### config.mk
export PLATFORM = sky130hd
export DESIGN_NAME = regfile_wr_arbiter
export DESIGN_NICKNAME = d
export VERILOG_FILES = /design/src/rtl/regfile_wr_arbiter.sv
export SDC_FILE = /design/constraint.sdc
export NUM_CORES = 1
export LEC_CHECK = 0
export ABC_AREA = 1
export BUFFER_PORTS_ARGS = -buffer_cell sky130_fd_sc_hd__buf_2
export CAP_MARGIN = 10
export CORE_UTILIZATION = 40
export CTS_BUF_LIST = sky130_fd_sc_hd__clkbuf_4 sky130_fd_sc_hd__clkbuf_8
export DETAILED_ROUTE_END_ITERATION = 12
export SYNTH_ARGS = -nofsm -noshare
export SYNTH_HDL_FRONTEND = slang
export SYNTH_SLANG_ARGS = --single-unit
### constraint.sdc
create_clock -name clk -period 5.05 [get_ports clk]
set_input_delay 0.7575 -clock clk [delete_from_list [all_inputs] [get_ports clk]]
set_output_delay 0.7575 -clock clk [all_outputs]
set_load 0.05 [all_outputs]
### src/rtl/regfile_wr_arbiter.sv
// rtl/regfile_wr_arbiter.sv - two-port round-robin writeback arbiter for the register file
//
// Purpose:
//   Shares the two write ports of the register file among NREQ writeback
//   requesters. Up to two writes are granted per cycle in round-robin order.
//   Two writes to the same register are never granted in the same cycle.
//   The register-file write bus is driven from registers, one cycle after acceptance.
//
// Ports:
//   clk          clock, all state updates on posedge
//   resetn       asynchronous active-low reset
//   hold         1 = grant nothing this cycle
//   req_valid    per-requester pending write
//   req_addr     per-requester destination register, slice [i*ADDRW +: ADDRW]
//   req_data     per-requester write data, slice [i*DATAWIDTH +: DATAWIDTH]
//   req_ready    combinational grant; a write is accepted on a clk with valid & ready
//   write        registered write enable
//   writeReg1/2  registered port addresses
//   writeData1/2 registered port data
//   stat_writes  (WR_ARB_STATS_EN only) saturating count of granted writes
//   stat_stalls  (WR_ARB_STATS_EN only) saturating count of cycles with an ungranted valid request
//
// Optional feature macro: WR_ARB_STATS_EN

module regfile_wr_arbiter #(
    parameter int DATAWIDTH = 32,
    parameter int NREQ      = 4,
    parameter int ADDRW     = 4
) (
    input  logic                      clk,
    input  logic                      resetn,
    input  logic                      hold,
    input  logic [NREQ-1:0]           req_valid,
    input  logic [NREQ*ADDRW-1:0]     req_addr,
    input  logic [NREQ*DATAWIDTH-1:0] req_data,
    output logic [NREQ-1:0]           req_ready,
    output logic                      write,
    output logic [ADDRW-1:0]          writeReg1,
    output logic [ADDRW-1:0]          writeReg2,
    output logic [DATAWIDTH-1:0]      writeData1,
    output logic [DATAWIDTH-1:0]      writeData2
`ifdef WR_ARB_STATS_EN
    ,
    output logic [31:0]               stat_writes,
    output logic [31:0]               stat_stalls
`endif
);

    localparam int PW = (NREQ > 1) ? $clog2(NREQ) : 1;
    // One extra bit so rr_ptr + offset can be reduced modulo NREQ.
    localparam int SW = PW + 1;

    logic [PW-1:0]        r_rr_ptr;
    logic                 r_write;
    logic [ADDRW-1:0]     r_reg1;
    logic [ADDRW-1:0]     r_reg2;
    logic [DATAWIDTH-1:0] r_data1;
    logic [DATAWIDTH-1:0] r_data2;

    logic                 w_a_found;
    logic                 w_b_found;
    logic [PW-1:0]        w_a_idx;
    logic [PW-1:0]        w_b_idx;
    logic [ADDRW-1:0]     w_a_addr;
    logic [ADDRW-1:0]     w_b_addr;
    logic [DATAWIDTH-1:0] w_a_data;
    logic [DATAWIDTH-1:0] w_b_data;
    logic [NREQ-1:0]      w_ready;
    logic [PW-1:0]        w_last;
    logic [PW-1:0]        w_next_ptr;
    logic [SW-1:0]        w_pos;
    logic [PW-1:0]        w_idx;
    logic [ADDRW-1:0]     w_cand_addr;

    // Scan requesters starting at rr_ptr. The first valid one takes slot A.
    // The next valid one with a different address takes slot B.
    // Requests to slot A's register are skipped and stay pending.
    always_comb begin
        w_a_found   = 1'b0;
        w_b_found   = 1'b0;
        w_a_idx     = '0;
        w_b_idx     = '0;
        w_a_addr    = '0;
        w_b_addr    = '0;
        w_a_data    = '0;
        w_b_data    = '0;
        w_ready     = '0;
        w_pos       = '0;
        w_idx       = '0;
        w_cand_addr = '0;
        for (int k = 0; k < NREQ; k++) begin
            w_pos = {1'b0, r_rr_ptr} + SW'(k);
            if (w_pos >= SW'(NREQ)) begin
                w_pos = w_pos - SW'(NREQ);
            end
            w_idx       = w_pos[PW-1:0];
            w_cand_addr = req_addr[w_idx*ADDRW +: ADDRW];
            if (!hold && req_valid[w_idx]) begin
                if (!w_a_found) begin
                    w_a_found = 1'b1;
                    w_a_idx   = w_idx;
                    w_a_addr  = w_cand_addr;
                    w_a_data  = req_data[w_idx*DATAWIDTH +: DATAWIDTH];
                end else if (!w_b_found && (w_cand_addr != w_a_addr)) begin
                    w_b_found = 1'b1;
                    w_b_idx   = w_idx;
                    w_b_addr  = w_cand_addr;
                    w_b_data  = req_data[w_idx*DATAWIDTH +: DATAWIDTH];
                end
            end
        end
        if (w_a_found) begin
            w_ready[w_a_idx] = 1'b1;
        end
        if (w_b_found) begin
            w_ready[w_b_idx] = 1'b1;
        end
        // Slot B always lies later in scan order than slot A, so it is the last grant.
        w_last     = w_b_found ? w_b_idx : w_a_idx;
        w_next_ptr = (w_last == PW'(NREQ - 1)) ? '0 : w_last + PW'(1);
    end

    assign req_ready = w_ready;

    always_ff @(posedge clk or negedge resetn) begin
        if (!resetn) begin
            r_rr_ptr <= '0;
            r_write  <= 1'b0;
            r_reg1   <= '0;
            r_reg2   <= '0;
            r_data1  <= '0;
            r_data2  <= '0;
        end else begin
            r_write <= w_a_found;
            if (w_a_found) begin
                r_rr_ptr <= w_next_ptr;
                r_reg1   <= w_a_addr;
                r_data1  <= w_a_data;
                // Both ports are written whenever write=1.
                // With a single grant, port 2 repeats port 1.
                r_reg2   <= w_b_found ? w_b_addr : w_a_addr;
                r_data2  <= w_b_found ? w_b_data : w_a_data;
            end
        end
    end

    assign write      = r_write;
    assign writeReg1  = r_reg1;
    assign writeReg2  = r_reg2;
    assign writeData1 = r_data1;
    assign writeData2 = r_data2;

`ifdef WR_ARB_STATS_EN
    logic [31:0] r_stat_writes;
    logic [31:0] r_stat_stalls;
    logic [32:0] w_writes_sum;
    logic [32:0] w_stalls_sum;
    logic [1:0]  w_grants;
    logic        w_stall;

    always_comb begin
        w_grants     = {1'b0, w_a_found} + {1'b0, w_b_found};
        w_stall      = |(req_valid & ~w_ready);
        w_writes_sum = {1'b0, r_stat_writes} + {31'd0, w_grants};
        w_stalls_sum = {1'b0, r_stat_stalls} + {32'd0, w_stall};
    end

    always_ff @(posedge clk or negedge resetn) begin
        if (!resetn) begin
            r_stat_writes <= '0;
            r_stat_stalls <= '0;
        end else begin
            r_stat_writes <= w_writes_sum[32] ? 32'hFFFF_FFFF : w_writes_sum[31:0];
            r_stat_stalls <= w_stalls_sum[32] ? 32'hFFFF_FFFF : w_stalls_sum[31:0];
        end
    end

    assign stat_writes = r_stat_writes;
    assign stat_stalls = r_stat_stalls;
`endif

endmodule

Word-level counts from Yosys, hierarchy flattened

Cells that the tools add are included.

Memory bits (writable): 0
Register bits: 75
Bits in latches: 0
Memories: 0
ROM bits: 0
Input port bits: 151
Output and inout port bits: 77

$add $sub $neg: 8
Equality and inequality tests: 4
Shift-type cells: 8
$lt $le $gt $ge: 12
$mul: 0
Bitwise logic cells: 1
Multiplexer cells: 83
Divide/modulo/power cells: 0
Reductions and logical operators: 11

Operators with widths:

| operator                                                                     | count |
|---|---|
| 32-bit two-way mux                                                           | 17 |
| 128-bit by 8-bit indexed part select with 32-bit output                      | 4 |
| 4-bit two-way mux                                                            | 19 |
| 16-bit by 5-bit indexed part select with 4-bit output                        | 4 |
| 2-bit two-way mux                                                            | 22 |
| 1-bit two-way mux                                                            | 19 |
| 2-bit by 3-bit less-than comparator with 1-bit output, second input constant | 6 |
| 4-bit != test                                                                | 3 |
| 3-bit >= comparator, second input constant                                   | 3 |
| 1-bit binary-select mux with 2-bit select                                    | 4 |
| 1-bit logical AND                                                            | 8 |
| 2-bit by 1-bit subtractor with 2-bit output, second input constant           | 4 |
| 2-bit by 2-bit adder with 3-bit output, second input constant                | 2 |
| 1-bit demux with 2-bit select                                                | 2 |
| 2-bit by 1-bit >= comparator with 1-bit output, second input constant        | 2 |
| 4-bit bitwise OR                                                             | 1 |
| 2-bit by 1-bit adder with 3-bit output, second input constant                | 1 |
| 2-bit by 3-bit >= comparator with 1-bit output, second input constant        | 1 |
| 1-bit logical NOT                                                            | 3 |
| 2-bit by 1-bit adder with 2-bit output, second input constant                | 1 |
| 2-bit == test, second input constant                                         | 1 |

Longest topological paths before layout

Word-level depth: 26
Gate-level depth with buffers: 26
Depth with buffers taken out: 24

Worst setup path before layout

OpenSTA, ideal clock, no wires.

Kind: in2out
From: input req_valid[3]
To: output req_ready[0]
Arrival time: 3.342 ns
Stages: 14
Path slack: 0.951 ns
Path through: nand2_1 > nand3_1 > nand2_1 > nor2_4 > buf_4 > nor2_1 > inv_1 > nor2_1 > inv_2 > nor2_4 > inv_2 > o21ai_1 > inv_1 > o31ai_1

Cells in the longest elaborated chain, start to end: 24

Ends and longest elaborated chain:

| item                                                                                                                                          | RTL line | source |
|---|---|---|
| start: declaration                                                                                                                            | 33       | `input logic [NREQ-1:0] req_valid,` |
| 1-bit binary-select mux with 2-bit select                                                                                                     | 98       | `if (!hold && req_valid[w_idx]) begin` |
| 1-bit two-way mux (not written as such)                                                                                                       | 98       |  |
| 1-bit logical AND                                                                                                                             | 98       |  |
| 4-bit two-way mux                                                                                                                             | 98       |  |
| 4-bit != test                                                                                                                                 | 104      | `end else if (!w_b_found && (w_cand_addr != w_a_addr)) begin` |
| 1-bit two-way mux                                                                                                                             | 104      |  |
| 1-bit two-way mux                                                                                                                             | 99       | `if (!w_a_found) begin` |
| 1-bit two-way mux                                                                                                                             | 98       |  |
| [8 not listed]                                                                                                                                | -        |  |
| 2-bit two-way mux                                                                                                                             | 99       |  |
| 2-bit two-way mux                                                                                                                             | 98       |  |
| 2-bit by 3-bit less-than comparator with 1-bit output (not written as such) or 2-bit by 1-bit >= comparator with 1-bit output (tied branches) | 116      | `w_ready[w_b_idx] = 1'b1;` |
| 1-bit logical AND (not written as such)                                                                                                       | 116      |  |
| 1-bit two-way mux (not written as such)                                                                                                       | 116      |  |
| 1-bit demux with 2-bit select                                                                                                                 | 116      |  |
| 4-bit bitwise OR (no source line)                                                                                                             | -        |  |
| 4-bit two-way mux (*)                                                                                                                         | 115      | `if (w_b_found) begin` |
| end: declaration                                                                                                                              | 36       | `output logic [NREQ-1:0] req_ready,` |

Every way passes the cells marked *; elsewhere a longest branch is shown, timed or not. The select of a mux whose other input is x is not followed.

Worst setup path in the final report

From: register r_rr_ptr[0]
To: output req_ready[3]

Cells in the longest elaborated chain, start to end: 26

Ends and longest elaborated chain:

| item                                                                            | RTL line | source |
|---|---|---|
| start: declaration                                                              | 53       | `logic [PW-1:0] r_rr_ptr;` |
| start signal: assignment                                                        | 136      | `r_rr_ptr <= w_next_ptr;` |
| branches (longest 25 deep; another with 2-bit by 1-bit adder with 3-bit output) | -        |  |
| 4-bit two-way mux (*)                                                           | 115      |  |

Every way passes the cells marked *. The select of a mux whose other input is x is not followed.

==> key figures <==
Setup path
  • Required time reported for the critical path endpoint: 4290 ps
  • Source of the critical timing path: r_rr_ptr[0]$_DFFE_PN0P_
  • Worst Path Max Fanout: 65
  • Arrival @ worst endpoint: 3860 ps
  • Cells on worst reg2reg path: 23
  • Critical path start-end classification: reg -> out
  • Crit start category: register
  • Worst reg2reg path startpoint: r_rr_ptr[0]$_DFFE_PN0P_
  • List of cells traversed by the critical path: buf_4, nand2_1, nand2_2, buf_4, o21ai_1, nand3b_1, nand2_1, nor2_1, nand2_1, nand2_2, inv_2, nand2_1, or2_2, nand3_1, inv_1, o22ai_1, buf_2
  • Capturing element of the worst setup path: req_ready[3]
  • Master of the slowest instance on the critical path: dfrtp_4
  • Nature of the critical path endpoint: output port
  • Capturing point of the worst reg2reg path: r_rr_ptr[1]$_DFFE_PN0P_
  • Flop2flop setup slack: 1260 ps
  • CP most frequent cell: nand2_1
  • Largest stage delay, worst path: 470 ps

Global route
  • Wire length of the first global-routing pass: 47000 um
  • Antenna violations before repair: 0
  • Aggregate global routing overflow: 0
  • Vias in the first global route: 9012
  • Combined global-route utilization of all metal layers: 27.7%
  • Largest net degree at the start of global routing: 109

STA
  • RSZ-0062 raised after global routing: no
  • Max Transition Viols Final: 0
  • Final critical-path required period: 4610 ps
  • Post-layout worst setup margin: 437 ps
  • Clock tree skew after final layout: 16.5 ps
  • Accumulated negative setup slack: 0 ps
  • Pin slew with the least headroom to its limit: 919 ps
  • Rel. slew slack: 38.7%
  • Fmax: 0.217 GHz
  • Final setup violation count: 0
  • Final worst path period share: 91.3%
  • Final hold violations: 0

Finish
  • Fill cell count: 2198
  • Non-Filler Instances: 1891
  • Final instance area: 9770 um2
  • Layout area overhead: 16.2%
  • Seq. cell area: 1880 um2
  • Multi-input combinational cell area: 5460 um2
  • Total Nets Final: 1766
  • Layout cell share with drive strength beyond 1: 19.3%

Worst hold path
  • Type of the most critical hold path: in -> async

Synth
  • Synth top area share: 23.3%
  • Synthesized Nets: 1619
  • Number of enable flip-flop cells after synthesis: 0
  • Synth top cells by count: nand2_1 (521), o21ai_0 (293), inv_1 (132), a21oi_1 (75), dfrtp_1 (75)
  • Number of distinct library cells after synthesis: 39
  • Most used flip-flop cell after synthesis: dfrtp_1
  • Number of flip-flops and latches in the synthesized netlist: 75
  • Sequential area share after synthesis: 22.3%
  • Leading cell types by total area after synthesis: nand2_1 (23%), dfrtp_1 (22%), o21ai_0 (17%)
  • Post-Syn Instances: 1468
  • Async S/R FF share, synth: 100%
  • Post-synthesis instance area: 8410 um2
  • Number of warning messages in the yosys log: 0
  • Biggest area consumer among synthesized cells: nand2_1
  • Top-count cell post-synth: nand2_1
  • Avg Inst Size Synth: 5.73 um2

CTS
  • Insertion delay to the later sink of the worst-skew pair: 390 ps
  • Clock tree root buffer cell: clkbuf_8
  • Total clock sinks: 75
  • Number of buffers inserted by post-CTS setup repair: 0
  • H-Tree Depth: 3
  • CTS Hold Bufs: 0
  • Number of buffers created by CTS: 9
  • CTS max path bufs: 2
  • Reg clk slew, reported paths: 100 ps
  • Clock tree from TritonCTS: built
  • Post-cts gate resize count: 0

Drt
  • Residual DRC: 0
  • Number of routed nets with antenna violations: 0
  • Aggregate routed wire length: 30300 um
  • Vias/cell: 5.38
  • Routed via count: 10200
  • Final routed wire length divided by cell count: 16.0 um
  • Number of search-and-repair iterations in the first detailed-routing pass: 5
  • Starting DRC count in detailed routing: 709

Placement
  • Port Buf Inserts: 227
  • Post-place instance area: 9510 um2
  • Cell total after placement: 1874
  • GP Congestion: 0.888
  • Post-placement setup slack: 918 ps
  • HPWL reported at the end of detailed placement: 20500 um

Die
  • I/O pin total: 228
  • Horizontal extent of the die: 147 um
  • Total Die Area: 21600 um2
  • Starting Density: 41.2%
  • Height of the chip: 147 um
  • Area of the core: 20400 um2
  • Floorplan row count: 52

Run
  • Max-cap check violation count: 0

Outcome
  • Result of the run: finished clean
cell type report:
cell class / instances / share of cell area, %
Antenna cell: 1 / 0.0256
Clock buffer: 12 / 1.56
Tap cell: 270 / 3.46
Timing Repair Buffer: 246 / 13.1
Clock inverter: 4 / 0.999
Inverter: 146 / 5.66
Sequential cell: 75 / 19.3
Multi-Input combinational cell: 1137 / 55.9
worst min-delay path by stage:
stage / from / end / cells after the start
6_report: resetn / r_rr_ptr[1]$_DFFE_PN0P_ / 1
3_5_place_dp: writeData1[19]$_DFFE_PN0P_ / writeData1[19]$_DFFE_PN0P_ / 1
3_3_place_gp: writeReg1[2]$_DFFE_PN0P_ / writeReg1[2]$_DFFE_PN0P_ / 1
5_1_grt: resetn / r_rr_ptr[1]$_DFFE_PN0P_ / 1
4_1_cts: resetn / r_rr_ptr[1]$_DFFE_PN0P_ / 1
2_1_floorplan: resetn / r_rr_ptr[0]$_DFFE_PN0P_ / 0
critical path, delay by kind of cell (launching register included):
kind                   cells  cell delay [ps]
buffers and inverters      5             1410
and+or+nand+nor           10             1250
AOI/OAI and AO/OA          2              320
DFF                        1              470
cells by family (layout without fill, tap and decap cells):
family | count (synthesis) | count (layout) | synth area share, %
AO/OA/AOI/OAI | 499 | 499 | 32.9
buffers and inverters | 256 | 408 | 12.9
flip-flops | 75 | 75 | 22.3
multiplexers | 4 | 4 | 0.476
other | 0 | 1 | 0
AND/OR/NAND/NOR | 634 | 634 | 31.4
stage by stage:
step                util (%)  hold slack (ps)
finish                  47.8              380
global route            47.8              404
CTS                     47.8              377
detailed placement      46.6              461
global placement        46.6              455
floorplan                  -              462
routing by layer:
layer  global-route usage [%]  vias up  share of wire (%)
li1                         -     5158                  -
met1                     36.3     4579                 45
met2                     46.2      391                 46
met3                     4.32       54                6.9
met4                     9.85        0                2.5
met5                        0        -                  0
flip-flops by register name, indices dropped and copies added, names as in the netlist:
register,cells
writeReg2,4
write,1
writeData2,32
writeData1,32
r_rr_ptr,2
writeReg1,4
cell usage in the layout, fill, tap and decap left out, types with 13 or more instances in the layout:
| master | count |
|---|---|
| nand2_1 | 520 |
| o21ai_0 | 293 |
| buf_2 | 226 |
| inv_1 | 132 |
| a21oi_1 | 75 |
| dfrtp_1 | 73 |
| nand3_1 | 59 |
| o22ai_1 | 36 |
| a21o_1 | 33 |
| a221oi_1 | 32 |
| o21ai_1 | 24 |
| buf_4 | 20 |
| nor2_1 | 13 |
Power is not shown: default switching activity piles up to over one toggle a cycle in this logic, so the estimate is an artifact.
